===== config.mk =====
export PLATFORM = sky130hd
export DESIGN_NAME = value_window_monitor
export DESIGN_NICKNAME = d
export VERILOG_FILES = /design/src/rtl/value_mon_pkg.sv /design/src/rtl/value_window_classify.sv /design/src/rtl/value_window_monitor.sv
export SDC_FILE = /design/constraint.sdc
export NUM_CORES = 1
export LEC_CHECK = 0
export ABC_CLOCK_PERIOD_IN_PS = 3400
export BUFFER_PORTS_ARGS = -buffer_cell sky130_fd_sc_hd__buf_4
export CAP_MARGIN = 20
export CORE_ASPECT_RATIO = 2
export CORE_MARGIN = 2
export CORE_UTILIZATION = 45
export DETAILED_ROUTE_END_ITERATION = 10
export PLACE_DENSITY = 0.74
export SLEW_MARGIN = 30
export SYNTH_ARGS = -nofsm -noshare
export SYNTH_HDL_FRONTEND = slang
export SYNTH_HIERARCHICAL = 1
export SYNTH_SLANG_ARGS = --single-unit

===== constraint.sdc =====
create_clock -name clock -period 3.4 [get_ports clock]
set_clock_uncertainty 0.15 [all_clocks]
set_input_delay 0.68 -clock clock [delete_from_list [all_inputs] [get_ports clock]]
set_output_delay 0.68 -clock clock [all_outputs]
set_load 0.02 [all_outputs]

===== src/rtl/value_mon_pkg.sv =====
// Shared types and default widths for the value window monitor family.
package value_mon_pkg;

  localparam int WIDTH_DEF   = 32;
  localparam int DWELL_W_DEF = 8;
  localparam int CNT_W_DEF   = 16;

  typedef enum logic [2:0] {
    ST_IN_WINDOW  = 3'd0,
    ST_PEND_HIGH  = 3'd1,
    ST_PEND_LOW   = 3'd2,
    ST_ALARM_HIGH = 3'd3,
    ST_ALARM_LOW  = 3'd4
  } mon_state_e;

  typedef enum logic [1:0] {
    CLS_INSIDE = 2'd0,
    CLS_ABOVE  = 2'd1,
    CLS_BELOW  = 2'd2
  } mon_class_e;

endpackage


===== src/rtl/value_window_classify.sv =====
// Combinational unsigned window classifier: compares a sample against an
// inclusive [low, high] window and flags an inverted window.
module value_window_classify
  import value_mon_pkg::*;
#(
  parameter int WIDTH = WIDTH_DEF
) (
  input  logic [WIDTH-1:0] value_i,
  input  logic [WIDTH-1:0] low_i,
  input  logic [WIDTH-1:0] high_i,
  output mon_class_e       class_o,
  output logic             cfg_err_o
);

  always_comb begin
    cfg_err_o = (low_i > high_i);
    if (value_i > high_i) begin
      class_o = CLS_ABOVE;
    end else if (value_i < low_i) begin
      class_o = CLS_BELOW;
    end else begin
      class_o = CLS_INSIDE;
    end
  end

endmodule


===== src/rtl/value_window_monitor.sv =====
// Window monitor with dwell debounce, alarms, sticky flags and event count.
// Optional wrap-around detection: VALUE_WINDOW_MONITOR_WRAP_DETECT_EN.
module value_window_monitor
  import value_mon_pkg::*;
#(
  parameter int WIDTH   = WIDTH_DEF,
  parameter int DWELL_W = DWELL_W_DEF,
  parameter int CNT_W   = CNT_W_DEF
) (
  input  logic               clock,
  input  logic               reset,
  input  logic               valid_in,
  input  logic [WIDTH-1:0]   value_in,
  input  logic [WIDTH-1:0]   low_thresh,
  input  logic [WIDTH-1:0]   high_thresh,
  input  logic [DWELL_W-1:0] dwell,
  input  logic               clear,
  output logic               alarm_high,
  output logic               alarm_low,
  output logic               alarm_pulse,
  output logic               sticky_high,
  output logic               sticky_low,
  output logic [CNT_W-1:0]   event_count,
  output logic               cfg_err,
  output logic               wrap_pulse
);

  mon_state_e         state_q, state_d;
  logic [DWELL_W-1:0] cnt_q, cnt_d;
  logic               pulse_q, pulse_d;
  logic               sticky_high_q, sticky_high_d;
  logic               sticky_low_q, sticky_low_d;
  logic [CNT_W-1:0]   event_q, event_d;
  logic               cfg_err_q, cfg_err_d;

  mon_class_e         cls;
  logic               cls_cfg_err;
  logic [DWELL_W:0]   dwell_eff;
  logic [DWELL_W:0]   cnt_inc;
  logic [DWELL_W-1:0] cnt_sat;
  logic               enter_high, enter_low;

  value_window_classify #(.WIDTH(WIDTH)) u_classify (
    .value_i   (value_in),
    .low_i     (low_thresh),
    .high_i    (high_thresh),
    .class_o   (cls),
    .cfg_err_o (cls_cfg_err)
  );

  // Dwell of 0 behaves as 1; comparisons use one extra bit so a saturated
  // counter still compares correctly against any dwell value.
  assign dwell_eff = (dwell == '0) ? (DWELL_W+1)'(1) : {1'b0, dwell};
  assign cnt_inc   = {1'b0, cnt_q} + (DWELL_W+1)'(1);
  assign cnt_sat   = (&cnt_q) ? cnt_q : cnt_q + DWELL_W'(1);

  always_comb begin
    state_d       = state_q;
    cnt_d         = cnt_q;
    pulse_d       = 1'b0;
    sticky_high_d = sticky_high_q;
    sticky_low_d  = sticky_low_q;
    event_d       = event_q;
    cfg_err_d     = cfg_err_q;

    if (clear) begin
      sticky_high_d = 1'b0;
      sticky_low_d  = 1'b0;
      event_d       = '0;
    end

    if (valid_in) begin
      cfg_err_d = cls_cfg_err;
      if (cls_cfg_err) begin
        state_d = ST_IN_WINDOW;
        cnt_d   = '0;
      end else begin
        case (cls)
          CLS_ABOVE: begin
            if (state_q == ST_PEND_HIGH) begin
              cnt_d   = cnt_sat;
              state_d = (cnt_inc >= dwell_eff) ? ST_ALARM_HIGH : ST_PEND_HIGH;
            end else if (state_q != ST_ALARM_HIGH) begin
              cnt_d   = DWELL_W'(1);
              state_d = (dwell_eff == (DWELL_W+1)'(1)) ? ST_ALARM_HIGH : ST_PEND_HIGH;
            end
          end
          CLS_BELOW: begin
            if (state_q == ST_PEND_LOW) begin
              cnt_d   = cnt_sat;
              state_d = (cnt_inc >= dwell_eff) ? ST_ALARM_LOW : ST_PEND_LOW;
            end else if (state_q != ST_ALARM_LOW) begin
              cnt_d   = DWELL_W'(1);
              state_d = (dwell_eff == (DWELL_W+1)'(1)) ? ST_ALARM_LOW : ST_PEND_LOW;
            end
          end
          default: begin
            state_d = ST_IN_WINDOW;
            cnt_d   = '0;
          end
        endcase
      end
    end

    enter_high = (state_d == ST_ALARM_HIGH) && (state_q != ST_ALARM_HIGH);
    enter_low  = (state_d == ST_ALARM_LOW)  && (state_q != ST_ALARM_LOW);

    // An alarm entry overrides a simultaneous clear: flag set, count restarts at 1.
    if (enter_high) sticky_high_d = 1'b1;
    if (enter_low)  sticky_low_d  = 1'b1;
    if (enter_high || enter_low) begin
      pulse_d = 1'b1;
      if (clear) begin
        event_d = CNT_W'(1);
      end else if (!(&event_q)) begin
        event_d = event_q + CNT_W'(1);
      end
    end
  end

  always_ff @(posedge clock or negedge reset) begin
    if (!reset) begin
      state_q       <= ST_IN_WINDOW;
      cnt_q         <= '0;
      pulse_q       <= 1'b0;
      sticky_high_q <= 1'b0;
      sticky_low_q  <= 1'b0;
      event_q       <= '0;
      cfg_err_q     <= 1'b0;
    end else begin
      state_q       <= state_d;
      cnt_q         <= cnt_d;
      pulse_q       <= pulse_d;
      sticky_high_q <= sticky_high_d;
      sticky_low_q  <= sticky_low_d;
      event_q       <= event_d;
      cfg_err_q     <= cfg_err_d;
    end
  end

  assign alarm_high  = (state_q == ST_ALARM_HIGH);
  assign alarm_low   = (state_q == ST_ALARM_LOW);
  assign alarm_pulse = pulse_q;
  assign sticky_high = sticky_high_q;
  assign sticky_low  = sticky_low_q;
  assign event_count = event_q;
  assign cfg_err     = cfg_err_q;

`ifdef VALUE_WINDOW_MONITOR_WRAP_DETECT_EN
  logic [WIDTH-1:0] prev_q;
  logic             prev_vld_q;
  logic             wrap_q;

  always_ff @(posedge clock or negedge reset) begin
    if (!reset) begin
      prev_q     <= '0;
      prev_vld_q <= 1'b0;
      wrap_q     <= 1'b0;
    end else if (valid_in) begin
      prev_q     <= value_in;
      prev_vld_q <= 1'b1;
      wrap_q     <= prev_vld_q &&
                    (((&prev_q) && (value_in == '0)) ||
                     ((prev_q == '0) && (&value_in)));
    end else begin
      wrap_q <= 1'b0;
    end
  end

  assign wrap_pulse = wrap_q;
`else
  assign wrap_pulse = 1'b0;
`endif

endmodule


==> metrics.cfg, run 1 <==
[status]
outcome=complete, but fails checks
violations=setup timing

[logic_synthesis]
ys.flop_type=dfrtp_1
ys_ff_latch=31
async_flop_share_pct=100
yosys-top-cells-count=ha_1 (107), inv_1 (80), a21oi_1 (46)
synth_fp_nets=759
synth_edf_count=0
post-synth-top-count-cell=ha_1
netlist_area_um2=4450
ys_seq_area_share_pct=17.4
ys_types=67
synth_top_area_share_pct=30.1
yosysWarnings=6
synth_cells=544
synth_area_leader_cell=ha_1
syn_avg_cell_area_um2=8.18
ys_top_cells_by_area=ha_1 (30%), dfrtp_1 (17%), inv_1 (6.8%)

[grt]
grt_pass1_wl_mm=24.0
grt_max_degree=32
grt_use_total_pct=28.6
grt_antenna_before_repair=0
grt_pass1_vias=5603
grt-ovfl-total=0

[power]
p_int_w=0.00101
power_frac_clock_pct=28.8
finalPower_w=0.00151
p_leak_nw=3.78
combPwrFrac_pct=45.5
p_sw_share_pct=33.0
power.density_nw_per_um2=207
ir_drop_uv=234
power_switching_w=0.000497
p_seq_share_pct=25.8

[placed_design]
place_hpwl_mm=12.2
dp_cells=922
place_congestion=0.898
port-buffer-count=129
dp_slack_ns=-1.52

[routing]
vias=5199
ant_nets=0
routed_wl_mm=15.5
firstDrtPassIters=4
wl_per_cell_um=16.4
drt-initial-drc-count=219
drc=0
via_per_inst=5.51

[timing]
finalSetupViolations=27
rsz0062_at_grt=true
report.final.hold_viol_count=0
worstMarginPinSlew_ns=0.644
min_period_ns=4.45
fmax_ghz=0.225
fin_crit_sh_pct=131
final_max_slew_viol_count=0
slew_headroom_pct=57.0
layout_setup_ws_ns=-1.05
setup_tns_ns=-18.88

[finish]
final_core_util_pct=75.0
syn_to_final_growth_pct=63.5
drive_gt1_share_pct=45.3
fin_cells=944
antennaDiodeCount=0
finalNetCount=1026

[worst_setup_path]
cp.arrival_ns=4.46
crit_required_ns=3.42
cp-end-kind=flop
critPathKind=input pin to flop
cp-start-kind=input pin
critPathMaxFanout=5

[cts]
cts_root_buf=clkbuf_16
cts_buffers=5
clkLatencyLatePin_ns=0.28
clock_path_buffers=2
path_clk_slew_ns=0.05
cts.sinks=31
holdBufCountCts=0
htreeDepth=2
cts_tree=built

[die]
die_area_um2=10700
start_util_pct=45.9
core_um2=9700
io_pins=131
fp-row-count=51
die_y_um=145
die_w_um=74.3

[hold_path]
hp-class=input pin to asynchronous set/reset pin

[flow_run]
cap_violations=0

==> state kept, by name, indices dropped and copies added, names as in the netlist <==
signal       flops
state_q          3
event_count     16
alarm_pulse      1
cfg_err          1
sticky_high      1
cnt_q            8
sticky_low       1
==> power groups by stage <==
stage / sequential (W) / combinational, W / clock, W
2_1_floorplan: 0.000396 / 0.000273 / 0
3_3_place_gp: 0.000393 / 0.000575 / 0
3_5_place_dp: 0.000394 / 0.000607 / 0
4_1_cts: 0.000388 / 0.000664 / 0.000430
5_1_grt: 0.000389 / 0.000750 / 0.000455
6_report: 0.000388 / 0.000685 / 0.000434
==> stage by stage <==
step | hold slack [ns] | instance area, µm²
final | 0.180 | 7270
after detailed placement | 0.355 | 6600
after global placement | 0.353 | 6600
after CTS | 0.188 | 7190
after global routing | 0.208 | 7270
after floorplan | 0.234 | 4560
==> repair_timing <==
item | 4_1_cts | 5_1_grt
endpoints found under the setup margin | 28 | 28
setup buffers | 11 | 4
pin swaps | 37 | 16
resized for setup | 80 | 11
endpoints found under the hold margin | 0 | 0
==> critical path: stages <==
cell       delay [ns]
buf_6            0.08
inv_4            0.03
ha_4             0.25
nand4_1          0.14
buf_4            0.17
and4bb_2         0.34
nand3_4          0.10
nand2_2          0.09
o2bb2ai_4        0.08
a311oi_2         0.28
ha_1             0.31
and4bb_2         0.35
nand4_1          0.10
o211ai_1         0.14
a31oi_2          0.09
a211o_4          0.40
a21oi_4          0.26
nor3b_4          0.25
mux2_4           0.31
==> routing by layer <==
metal  vias to the layer above  routed length [µm]  track usage (%)
met3                        70                 581             3.14
met4                         0                 886             18.0
li1                       2484                   -                -
met1                      2463                4890             24.6
met2                       182                9110             58.1
met5                         -                   0                0
==> area by class of cell <==
type                    instances  area [µm²]
inverters                      80         325
clock buffers                   5         125
repair buffers                267        2070
flip-flops and latches         31         776
well taps                     132         165
multi-input cells             426        3800
fillers                       710        2420
clock inverters                 3        15.0
==> path summary, 6_finish.rpt <==
| path | startpoint | end | slack (ns) | cells after the start |
|---|---|---|---|---|
| max | high_thresh[31] | event_count[6]$_DFF_PN0_ | -1.05 | 19 |
| max in group asynchronous | reset | cnt_q[6]$_DFFE_PN0P_ | 2.61 | 1 |
| min | reset | event_count[8]$_DFF_PN0_ | 0.18 | 1 |
| min in group clock | cfg_err$_DFFE_PN0P_ | cfg_err$_DFFE_PN0P_ | 0.39 | 1 |
| max reg2reg | cnt_q[0]$_DFFE_PN0P_ | event_count[6]$_DFF_PN0_ | -0.40 | 13 |
| min reg2reg | cfg_err$_DFFE_PN0P_ | cfg_err$_DFFE_PN0P_ | 0.39 | 1 |
==> cells by family after synthesis <==
group                      count (synthesis)  synth area share [%]
and+or+nand+nor                          167                  20.7
AOI/OAI and AO/OA                        130                  19.6
adders and majority gates                107                  30.1
buffers and inverters                     87                  7.45
DFF                                       31                  17.4
xor gates and xnor gates                  12                  2.36
muxes                                      9                  2.25
other                                      1                0.0843
==> layout by cell type, fill, tap and decap left out, types with 9 or more instances in the layout <==
cell type	n
buf_4	250
ha_4	16
ha_1	90
nand2_1	34
o21ai_0	20
xnor2_1	9
inv_1	67
nor2b_1	13
dfrtp_1	31
nand3_1	16
a21o_1	12
nor2_1	36
a21oi_1	40
nand4_1	20
buf_6	16
No activity file was read; power rests on OpenSTA's default activity.
==> inputs of run 2 (changes only) <==
--- a/config.mk
+++ b/config.mk
@@ -8,7 +8,7 @@
 export ABC_CLOCK_PERIOD_IN_PS = 3400
 export BUFFER_PORTS_ARGS = -buffer_cell sky130_fd_sc_hd__buf_4
 export CAP_MARGIN = 20
-export CORE_ASPECT_RATIO = 2
+export CORE_ASPECT_RATIO = 0.5
 export CORE_MARGIN = 2
 export CORE_UTILIZATION = 45
 export DETAILED_ROUTE_END_ITERATION = 10
==> metrics.cfg, run 2 (synthesized netlist as in run 1, its figures left out) <==
[worst_setup_path]
cp-start-kind=input pin
slowest_delay_ns=0.40
critPathKind=input pin to flop
r2r_slack_ns=-0.25
cp-end-kind=flop
crit_family=compound AO/OA/AOI/OAI gates
critPathMaxFanout=5
critPathSlowestCell=a211o_4
crit_required_ns=3.41
critical_path.cell_chain=buf_4, inv_1, ha_1, a21oi_2, nand2_1, a221oi_2, o31ai_2, o2bb2ai_2, a311oi_2, ha_1, and4bb_1, nand4_1, o211ai_1, a31oi_2, a211o_4, a21oi_4, buf_6, nand4_1, mux2_4
r2r.worst_path.cells=14
cp_num_buf_inv=3
worstSetupPathDepth=19
cp.arrival_ns=4.43

[timing]
layout_setup_ws_ns=-1.02
min_period_ns=4.42
final_max_slew_viol_count=0
finalSetupViolations=26
fmax_ghz=0.226
rsz0062_at_grt=true
fin_crit_sh_pct=130
report.final.hold_viol_count=0

[finish]
ff_latch_area_um2=776
nFillCells=684
drive_gt1_share_pct=44.9
syn_to_final_growth_pct=62.6
final_core_util_pct=75.8
final_cell_area_um2=7230
final_cell_mix=buf_4 (247), ha_1 (88), inv_1 (64)
final_common_cell=buf_4
fin_cells=942
largest_reg_flops=16
multi_input_area_um2=3770
finalNetCount=1021
antennaDiodeCount=0

[grt]
grt_pass1_vias=5094
grt-ovfl-total=0
grt_max_degree=32
grt_antenna_before_repair=0
grt_use_total_pct=25.4
grt_pass1_wl_mm=22.2

[status]
violations=setup timing
outcome=complete, but fails checks

[routing]
wl_per_cell_um=14.6
wl_met2_mm=6.98
vias=4964
wl_met3_um=509
firstDrtPassIters=5
wl_met1_mm=5.90
via_per_inst=5.27
drt-initial-drc-count=184
dr.max_layer_used=met4
routed_wl_mm=13.7
drc=0
ant_nets=0

[cts]
cts_root_buf=clkbuf_16
clkLatencyLatePin_ns=0.28
cts_buffers=5
cts.sinks=31
cts_tree=built
path_clk_slew_ns=0.05
htreeDepth=2
holdBufCountCts=0
clock_path_buffers=2

[placed_design]
placed_area_um2=6550
dp_slack_ns=-1.38
dp_cells=919
port-buffer-count=129
place_congestion=0.854
place_hpwl_mm=10.5

[flow_run]
cap_violations=0

[die]
io_pins=131
start_util_pct=46.6
die_y_um=74.3
core_um2=9540
die_w_um=145
fp-row-count=25
die_area_um2=10700

[power]
ir_drop_uv=148
p_leak_nw=3.73
finalPower_w=0.00151
power.density_nw_per_um2=209

[hold_path]
hp-class=input pin to asynchronous set/reset pin

==> run 2: path summary, 6_finish.rpt <==
kind / from / to
min: reset / event_count[9]$_DFF_PN0_
max in group asynchronous: reset / cfg_err$_DFFE_PN0P_
min in group clock: sticky_low$_DFFE_PN0P_ / sticky_low$_DFFE_PN0P_
max reg2reg: cnt_q[0]$_DFFE_PN0P_ / event_count[14]$_DFF_PN0_
min reg2reg: sticky_low$_DFFE_PN0P_ / sticky_low$_DFFE_PN0P_
max: high_thresh[22] / event_count[14]$_DFF_PN0_
==> run 2: final cells by class <==
type                       count  share of cell area (%)
clock buffer                   8                    2.16
timing repair buffer         262                    28.0
sequential                    31                    10.7
tap                          135                    2.34
inverter                      80                    4.53
multi-input combinational    426                    52.2
==> run 2: through the flow <==
step | hold slack [ns] | TNS [ns]
2_1_floorplan | 0.234 | -12.87
3_3_place_gp | 0.348 | -23.93
3_5_place_dp | 0.355 | -26.69
4_1_cts | 0.202 | -15.20
5_1_grt | 0.213 | -22.41
6_report | 0.189 | -17.36
==> run 2: report_power, final <==
| group | internal [W] | switching (W) | leakage, nW |
|---|---|---|---|
| clock | 0.000311 | 0.000152 | 0.0772 |
| sequential | 0.000377 | 0.00000962 | 0.430 |
| combinational | 0.000357 | 0.000305 | 3.22 |
| total | 0.00105 | 0.000467 | 3.73 |
==> run 2: layer usage <==
metal / vias up / global-route usage [%]
met5: - / 0
met4: 0 / 6.90
met3: 36 / 2.83
met2: 133 / 47.8
met1: 2311 / 31.5
li1: 2484 / -
==> run 2: what timing repair did <==
item | in CTS | in global routing
endpoints found under the setup margin | 27 | 27
setup buffers | 11 | 6
pin swaps | 33 | 30
resized for setup | 53 | 33
endpoints found under the hold margin | 0 | 0
